## config.mk

```make
export PLATFORM = sky130hd
export DESIGN_NAME = pipe_skid_stage_flat
export DESIGN_NICKNAME = d
export VERILOG_FILES = /design/src/rtl/pipe_pkg.sv /design/src/rtl/pipe_skid_stage_if.sv /design/src/rtl/pipe_data_reg.sv /design/src/rtl/pipe_skid_stage.sv /design/src/flat_wrapper.sv
export SDC_FILE = /design/constraint.sdc
export NUM_CORES = 1
export LEC_CHECK = 0
export ABC_AREA = 1
export BUFFER_PORTS_ARGS = -buffer_cell sky130_fd_sc_hd__buf_2
export CAP_MARGIN = 5
export CORE_ASPECT_RATIO = 0.5
export CORE_MARGIN = 4
export CORE_UTILIZATION = 45
export DETAILED_ROUTE_END_ITERATION = 12
export MAX_ROUTING_LAYER = met4
export PLACE_DENSITY = 0.66
export RECOVER_POWER = 100
export SLEW_MARGIN = 30
export SYNTH_ARGS = -nofsm -noshare
export SYNTH_HDL_FRONTEND = slang
export SYNTH_SLANG_ARGS = --single-unit
```

## constraint.sdc

```tcl
create_clock -name clk -period 2.65 [get_ports clk]
set_input_delay 0.1325 -clock clk [delete_from_list [all_inputs] [get_ports clk]]
set_output_delay 0.1325 -clock clk [all_outputs]
set_load 0.01 [all_outputs]
```

## src/rtl/pipe_pkg.sv

```systemverilog
// Shared pipeline-stage constants: default payload width and the stage state encoding.
// State is encoded directly as {main_valid, skid_valid}, so (0,1) never exists as a state.
package pipe_pkg;

  localparam int XLEN = 32;

  typedef logic [1:0] pipe_state_t;

  localparam pipe_state_t ST_EMPTY = 2'b00;
  localparam pipe_state_t ST_ONE   = 2'b10;
  localparam pipe_state_t ST_FULL  = 2'b11;

endpackage

```

## src/rtl/pipe_skid_stage_if.sv

```systemverilog
// Stage-to-stage link: upstream valid/ready/data into the stage and downstream valid/ready/data out.
// The slave modport is the stage itself; the master modport is the surrounding pipeline.
interface pipe_skid_stage_if
  import pipe_pkg::*;
#(
  parameter int WIDTH = XLEN
);

  logic             in_valid;
  logic             in_ready;
  logic [WIDTH-1:0] in_data;
  logic             out_valid;
  logic             out_ready;
  logic [WIDTH-1:0] out_data;

  modport master (
    output in_valid, in_data, out_ready,
    input  in_ready, out_valid, out_data
  );

  modport slave (
    input  in_valid, in_data, out_ready,
    output in_ready, out_valid, out_data
  );

endinterface

```

## src/rtl/pipe_data_reg.sv

```systemverilog
// WIDTH-bit payload register: async active-low reset and sync clear both load RST_VAL.
// Clear wins over load.
module pipe_data_reg #(
  parameter int               WIDTH   = 32,
  parameter logic [WIDTH-1:0] RST_VAL = '0
) (
  input  logic             clk,
  input  logic             rst,
  input  logic             clr_i,
  input  logic             ld_i,
  input  logic [WIDTH-1:0] d_i,
  output logic [WIDTH-1:0] q_o
);

  logic [WIDTH-1:0] data_q;
  logic [WIDTH-1:0] data_d;

  always_comb begin
    data_d = data_q;
    if (clr_i) begin
      data_d = RST_VAL;
    end else if (ld_i) begin
      data_d = d_i;
    end
  end

  always_ff @(posedge clk or negedge rst) begin
    if (!rst) begin
      data_q <= RST_VAL;
    end else begin
      data_q <= data_d;
    end
  end

  assign q_o = data_q;

endmodule

```

## src/rtl/pipe_skid_stage.sv

```systemverilog
// Two-entry elastic pipeline register (main + skid) with a registered in_ready and sync flush.
// In-to-out latency is one cycle; a full stage deasserts in_ready until the main word drains.
module pipe_skid_stage
  import pipe_pkg::*;
#(
  parameter int               WIDTH     = XLEN,
  parameter logic [WIDTH-1:0] FLUSH_VAL = '0
) (
  input  logic               clk,
  input  logic               rst,
  input  logic               flush,
  pipe_skid_stage_if.slave   bus,
  output logic [1:0]         occupancy
);

  pipe_state_t      state_q;
  pipe_state_t      state_d;
  logic             in_fire;
  logic             out_fire;
  logic             main_ld;
  logic             main_sel_skid;
  logic             skid_ld;
  logic [WIDTH-1:0] main_q;
  logic [WIDTH-1:0] skid_q;
  logic [WIDTH-1:0] main_d;

  // Both handshake outputs come straight from state flops, so out_ready never reaches in_ready.
  assign bus.out_valid = state_q[1];
  assign bus.in_ready  = ~state_q[0];
  assign bus.out_data  = main_q;
  assign occupancy     = {1'b0, state_q[1]} + {1'b0, state_q[0]};

  assign in_fire  = bus.in_valid & bus.in_ready;
  assign out_fire = bus.out_valid & bus.out_ready;

  always_comb begin
    state_d       = state_q;
    main_ld       = 1'b0;
    main_sel_skid = 1'b0;
    skid_ld       = 1'b0;
    case (state_q)
      ST_EMPTY: begin
        if (in_fire) begin
          state_d = ST_ONE;
          main_ld = 1'b1;
        end
      end
      ST_ONE: begin
        if (in_fire && out_fire) begin
          main_ld = 1'b1;
        end else if (in_fire) begin
          state_d = ST_FULL;
          skid_ld = 1'b1;
        end else if (out_fire) begin
          state_d = ST_EMPTY;
        end
      end
      ST_FULL: begin
        if (out_fire) begin
          state_d       = ST_ONE;
          main_ld       = 1'b1;
          main_sel_skid = 1'b1;
        end
      end
      default: state_d = ST_EMPTY;
    endcase
    if (flush) begin
      state_d = ST_EMPTY;
    end
  end

  always_ff @(posedge clk or negedge rst) begin
    if (!rst) begin
      state_q <= ST_EMPTY;
    end else begin
      state_q <= state_d;
    end
  end

  assign main_d = main_sel_skid ? skid_q : bus.in_data;

  pipe_data_reg #(.WIDTH(WIDTH), .RST_VAL(FLUSH_VAL)) u_main_reg (
    .clk   (clk),
    .rst   (rst),
    .clr_i (flush),
    .ld_i  (main_ld),
    .d_i   (main_d),
    .q_o   (main_q)
  );

  pipe_data_reg #(.WIDTH(WIDTH), .RST_VAL(FLUSH_VAL)) u_skid_reg (
    .clk   (clk),
    .rst   (rst),
    .clr_i (flush),
    .ld_i  (skid_ld),
    .d_i   (bus.in_data),
    .q_o   (skid_q)
  );

endmodule

```

## src/flat_wrapper.sv

```systemverilog
// flat-port wrapper written by rule: the top's interface ports become plain ports
module pipe_skid_stage_flat import pipe_pkg::*;
#(
  parameter int               WIDTH     = XLEN,
  parameter logic [WIDTH-1:0] FLUSH_VAL = '0
)
  (clk, rst, flush, occupancy, bus_in_valid, bus_in_data, bus_out_ready, bus_in_ready, bus_out_valid, bus_out_data);
  pipe_skid_stage_if #(.WIDTH(WIDTH)) bus_i ();
  input  logic clk;
  input  logic rst;
  input  logic flush;
  output logic [1:0] occupancy;
  input wire logic [$bits(bus_i.in_valid)-1:0] bus_in_valid;
  input wire logic [$bits(bus_i.in_data)-1:0] bus_in_data;
  input wire logic [$bits(bus_i.out_ready)-1:0] bus_out_ready;
  output wire logic [$bits(bus_i.in_ready)-1:0] bus_in_ready;
  output wire logic [$bits(bus_i.out_valid)-1:0] bus_out_valid;
  output wire logic [$bits(bus_i.out_data)-1:0] bus_out_data;
  assign bus_i.in_valid = bus_in_valid;
  assign bus_i.in_data = bus_in_data;
  assign bus_i.out_ready = bus_out_ready;
  assign bus_in_ready = bus_i.in_ready;
  assign bus_out_valid = bus_i.out_valid;
  assign bus_out_data = bus_i.out_data;
  pipe_skid_stage #(.WIDTH(WIDTH), .FLUSH_VAL(FLUSH_VAL)) u_core (.clk(clk), .rst(rst), .flush(flush), .bus(bus_i), .occupancy(occupancy));
endmodule
```

==> reports/qor.csv, run 1 <==
metric;value;unit
ys_types;21;
r2r-start;u_core.state_q[1]$_DFFE_PN0P_;
num_rows;22;
maxSlewViolCount;0;
yosysSeqAreaShare;46.8;%
final_common_cell;nand2_1;
root_buffer;clkbuf_16;
cts_tree;built;
path_clk_slew;50;ps
ff_latch_area;0.00165;mm2
globalRouteOverflowTotal;0;
timing_hold_violations_final;0;
crit_fanout;17;
vias_per_cell;5.11;
cap_violations;0;
postSynthAreaPerCell;7.85;um2
ys_ff_latch;66;
slew_headroom;38.2;%
peakVddDrop;0.000433;V
vias;3185;
rsz0062_at_grt;false;
leakage;0.00225;uW
startpoint_type;register;
grt_first_pass_wirelength;14700;um
tightest_slew;927;ps
n_fill_cell;765;
place_area;0.00391;mm2
h-tree-depth;3;
final_design_area_no_fill;0.00414;mm2
syn_area;0.00353;mm2
syn_inst;450;
drc;0;
hpwl;5870;um
diodes;0;
die_w;133;um
max_freq;439;MHz
drtIter0Drc;183;
min_period;2280;ps
setup_tns;0;ps
drive_above_1_share;13.8;%
cp.arrival;2470;ps
hp-class;in -> reg;
clk_latency;330;ps
grt_max_degree;34;
routabilityCongestion;0.858;
critPathKind;reg -> reg;
cts_sinks;66;
final_cell_mix;126 x nand2_1, 69 x nand3_1, 66 x dfrtp_1;
antenna_found_initial;0;
cts.path.max_buffers;2;
p_per_area;848;mW/mm2
wl;8580;um
crit_path_end_kind;register;
crit_start;u_core.state_q[1]$_DFFE_PN0P_;
antenna_left;0;
fin_crit_sh;85.9;%
cts_setup_buffers;0;
cts_hold_buf;1;
cts_made_buffers;9;
setup_viol;0;
dr.pass1.iters;4;
cts_resized;0;
synth-warning-count;0;
required;2840;ps
multi_input_area;0.00142;mm2
io_buffer_count;72;
grt_util_all_layers;19.9;%
final_nets;551;
post_drt_wl_per_cell;13.8;um
ios;73;
hold_ws;57.9;ps
start_util;47.2;%
area_delta_synth_final;17.3;%
finClkSkew;5.08;ps
synth_fp_nets;491;
hold_start;bus_in_data[1];
grt_pass1_vias;3115;
die_y;70.6;um
dieArea;0.00942;mm2
status;complete, no violations;
coreArea;0.00749;mm2
-- where the power goes --
| group | switching, uW | internal [uW] |
|---|---|---|
| logic | 608 | 262 |
| clock network | 426 | 913 |
| registers | 118 | 1190 |
-- worst max-delay path: stages, from the launching register on --
cell and delay (ps):
dfrtp_1 580, ha_1 310, nand3_1 560, nand2_2 550, o22ai_1 130
-- sequential cells by signal, indices dropped and copies added, names as in the netlist --
| name | cells |
|---|---|
| u_core.u_main_reg.q_o | 32 |
| u_core.state_q | 2 |
| u_core.u_skid_reg.q_o | 32 |
-- cell type report --
cell class | instances | area share [%]
clock inverters | 6 | 2.54
well taps | 108 | 3.26
flip-flops and latches | 66 | 39.9
inverters | 58 | 5.26
multi-input cells | 293 | 34.3
clock buffers | 10 | 5.53
repair buffers | 82 | 9.21
-- Yosys cell counts --
library cell  count  area [um2]
dfrtp_1          66        1650
o22ai_1          17         106
buf_6             3        33.8
nand4_1          32         200
buf_2            11        55.1
nand2_4           3        33.8
ha_1              4        50.1
nand3_2          13         130
clkinv_1          1        3.75
nor3_1            1        5.00
inv_2             2        7.51
inv_1            55         206
nand3_1          59         295
buf_1             4        15.0
o21ai_0          15        75.1
nand2_1         126         473
buf_4             8        60.1
clkbuf_1          7        26.3
nor2_1           20        75.1
nor2_4            2        22.5
nand2_2           1        6.26
-- cell families (layout without fill, tap and decap cells) --
| group | count (synthesis) | after routing | synth area share, % |
|---|---|---|---|
| AOI/OAI and AO/OA | 32 | 32 | 5.14 |
| adders and majority gates | 4 | 4 | 1.42 |
| buffers and inverters | 91 | 156 | 11.5 |
| DFF | 66 | 66 | 46.8 |
| and+or+nand+nor | 257 | 257 | 35.1 |
-- path summary, 6_finish.rpt --
check | slack, ps | to | cells after the start
worst max-delay path | 370 | u_core.u_skid_reg.q_o[12]$_DFFE_PN0P_ | 4
worst min-delay path | 60 | u_core.u_skid_reg.q_o[1]$_DFFE_PN0P_ | 3
worst max register to register | 370 | u_core.u_skid_reg.q_o[12]$_DFFE_PN0P_ | 4
worst min register to register | 500 | u_core.u_main_reg.q_o[27]$_DFFE_PN0P_ | 2
max in group asynchronous | 1030 | u_core.u_main_reg.q_o[27]$_DFFE_PN0P_ | 3
min in group asynchronous | 460 | u_core.u_skid_reg.q_o[3]$_DFFE_PN0P_ | 2
-- stage by stage --
stage | std cells | total power, uW | util [%] | setup WS (ps)
after floorplan | 450 | 2000 | - | 811
after global placement | 606 | 2250 | 52.2 | 670
after detailed placement | 606 | 2260 | 52.2 | 607
after CTS | 623 | 3610 | 56.8 | 573
after global routing | 623 | 3740 | 55.3 | 175
final | 623 | 3510 | 55.3 | 372
-- routing by layer --
| layer | vias up | global-route usage, % | routed length (um) |
|---|---|---|---|
| met4 | 0 | 6.39 | 107 |
| met5 | - | - | 0 |
| met2 | 75 | 31.9 | 4120 |
| met1 | 1513 | 25.0 | 3950 |
| met3 | 9 | 5.18 | 411 |
| li1 | 1588 | - | - |
Note: power is estimated with default switching activity, not from simulation.
==> run 2, diff against run 1 <==
Settings changed: BUFFER_PORTS_ARGS -buffer_cell sky130_fd_sc_hd__buf_2 to -buffer_cell sky130_fd_sc_hd__buf_4, SLEW_MARGIN 30 to 20.
==> reports/qor.csv, run 2 (synthesis gave the netlist of run 1 again) <==
metric;value;unit
hpwl;5690;um
grt_util_all_layers;19.6;%
cts_made_buffers;9;
h-tree-depth;3;
start_util;47.2;%
cts.path.max_buffers;2;
tightest_slew;1670;ps
cts_sinks;66;
finClkSkew;6.98;ps
path_clk_slew;50;ps
dr.pass1.iters;5;
root_buffer;clkbuf_16;
max_freq;476;MHz
globalRouteOverflowTotal;0;
drtIter0Drc;187;
startpoint_type;register;
final_nets;549;
rsz0062_at_grt;false;
p_int;2120;uW
place_area;0.00407;mm2
vias_per_cell;4.95;
setup_viol;0;
io_buffer_count;72;
die_y;70.6;um
crit_path_end_kind;register;
status;finished, violations left;
failed_checks;max-capacitance violations, max-slew violations;
final_common_cell;nand2_1;
maxSlewViolCount;67;
num_rows;22;
required;2920;ps
hp-class;in -> reg;
routabilityCongestion;0.765;
antenna_found_initial;0;
drc;0;
cts_tree;built;
final_cell_mix;126 x nand2_1, 68 x nand3_1, 66 x dfrtp_1;
coreArea;0.00749;mm2
p_per_area;778;mW/mm2
cpLargestDelayFamily;simple AND/OR/NAND/NOR gates;
peakVddDrop;0.000374;V
dieArea;0.00942;mm2
ios;73;
max_stage_delay;510;ps
pwr-share-comb;27.4;%
clk_latency;330;ps
antenna_left;0;
cap_violations;1;
wl;8400;um
slew_headroom;-11.1;%
path_buf_inv;3;
area_delta_synth_final;17.6;%
cp_cell_sequence;buf_4, inv_1, ha_1, nand3_1, nand2_1, inv_1, nand2_4, nand2_4, nand3_1, nand2_1;
power_frac_seq;40.3;%
post_drt_wl_per_cell;13.6;um
grt_max_degree;67;
swShare;34.6;%
final_design_area_no_fill;0.00416;mm2
grt_pass1_vias;2989;
final_core_util;55.5;%
cp.arrival;2370;ps
pwr-share-clk;32.3;%
diodes;0;
fin_crit_sh;79.4;%
cts_resized;0;
drive_above_1_share;13.3;%
min_period;2100;ps
die_w;133;um
timing_hold_violations_final;0;
power.switching;1120;uW
critPathKind;reg -> reg;
setup_tns;0;ps
crit_fanout;33;
leakage;0.00223;uW
grt_first_pass_wirelength;14400;um
crit_slowest_cell;dfrtp_1;
vias;3065;
run 2: power groups by stage:
stage               clock [uW]  sequential, uW  combinational [uW]
floorplan                    0            1350                 650
global placement             0            1330                1010
detailed placement           0            1320                1020
CTS                       1080            1310                1020
global route              1120            1330                1010
finish                    1040            1300                 888
run 2: final cells by class:
class	instances	area [um2]
Timing Repair Buffer	80	463
Multi-Input combinational cell	293	1430
Clock inverter	3	17.5
Tap cell	108	135
Sequential cell	66	1650
Inverter	58	218
Fill cell	772	3330
Clock buffer	11	243
run 2: tightest hold or removal path, cell delays in order:
cell	delay [ps]
buf_4	110
inv_1	40
o21ai_0	70
run 2: routing by layer:
metal	wire (um)	up-vias	global-route usage (%)
met3	416	6	6.61
met4	31	0	4.68
li1	-	1577	-
met1	4020	1409	25.8
met5	0	-	-
met2	3930	73	29.7
run 2: path summary, 6_finish.rpt:
kind	startpoint	slack, ps	end	depth (start not counted)
hold reg to reg	u_core.u_main_reg.q_o[17]$_DFFE_PN0P_	500	u_core.u_main_reg.q_o[17]$_DFFE_PN0P_	2
min in group asynchronous	rst	760	u_core.u_skid_reg.q_o[31]$_DFFE_PN0P_	2
hold / removal	bus_in_data[5]	60	u_core.u_skid_reg.q_o[5]$_DFFE_PN0P_	3
setup reg to reg	u_core.state_q[1]$_DFFE_PN0P_	550	u_core.u_main_reg.q_o[31]$_DFFE_PN0P_	10
max in group asynchronous	rst	870	u_core.u_main_reg.q_o[19]$_DFFE_PN0P_	2
setup / recovery	u_core.state_q[1]$_DFFE_PN0P_	550	u_core.u_main_reg.q_o[31]$_DFFE_PN0P_	10
run 2: repair_timing:
item                                    CTS  global route
buffers inserted                          0             0
hold endpoints to repair                 66             0
hold buffers                              1             0
endpoints found under the setup margin    0             0
run 2: through the flow:
step | std cells | power [uW] | setup slack [ps] | hold WS, ps
after global placement | 604 | 2330 | 580 | 295
after floorplan | 450 | 2000 | 811 | -163
final | 619 | 3230 | 547 | 61.5
after CTS | 619 | 3400 | 527 | 51.4
after global routing | 619 | 3460 | 292 | 61.2
after detailed placement | 604 | 2340 | 526 | 292
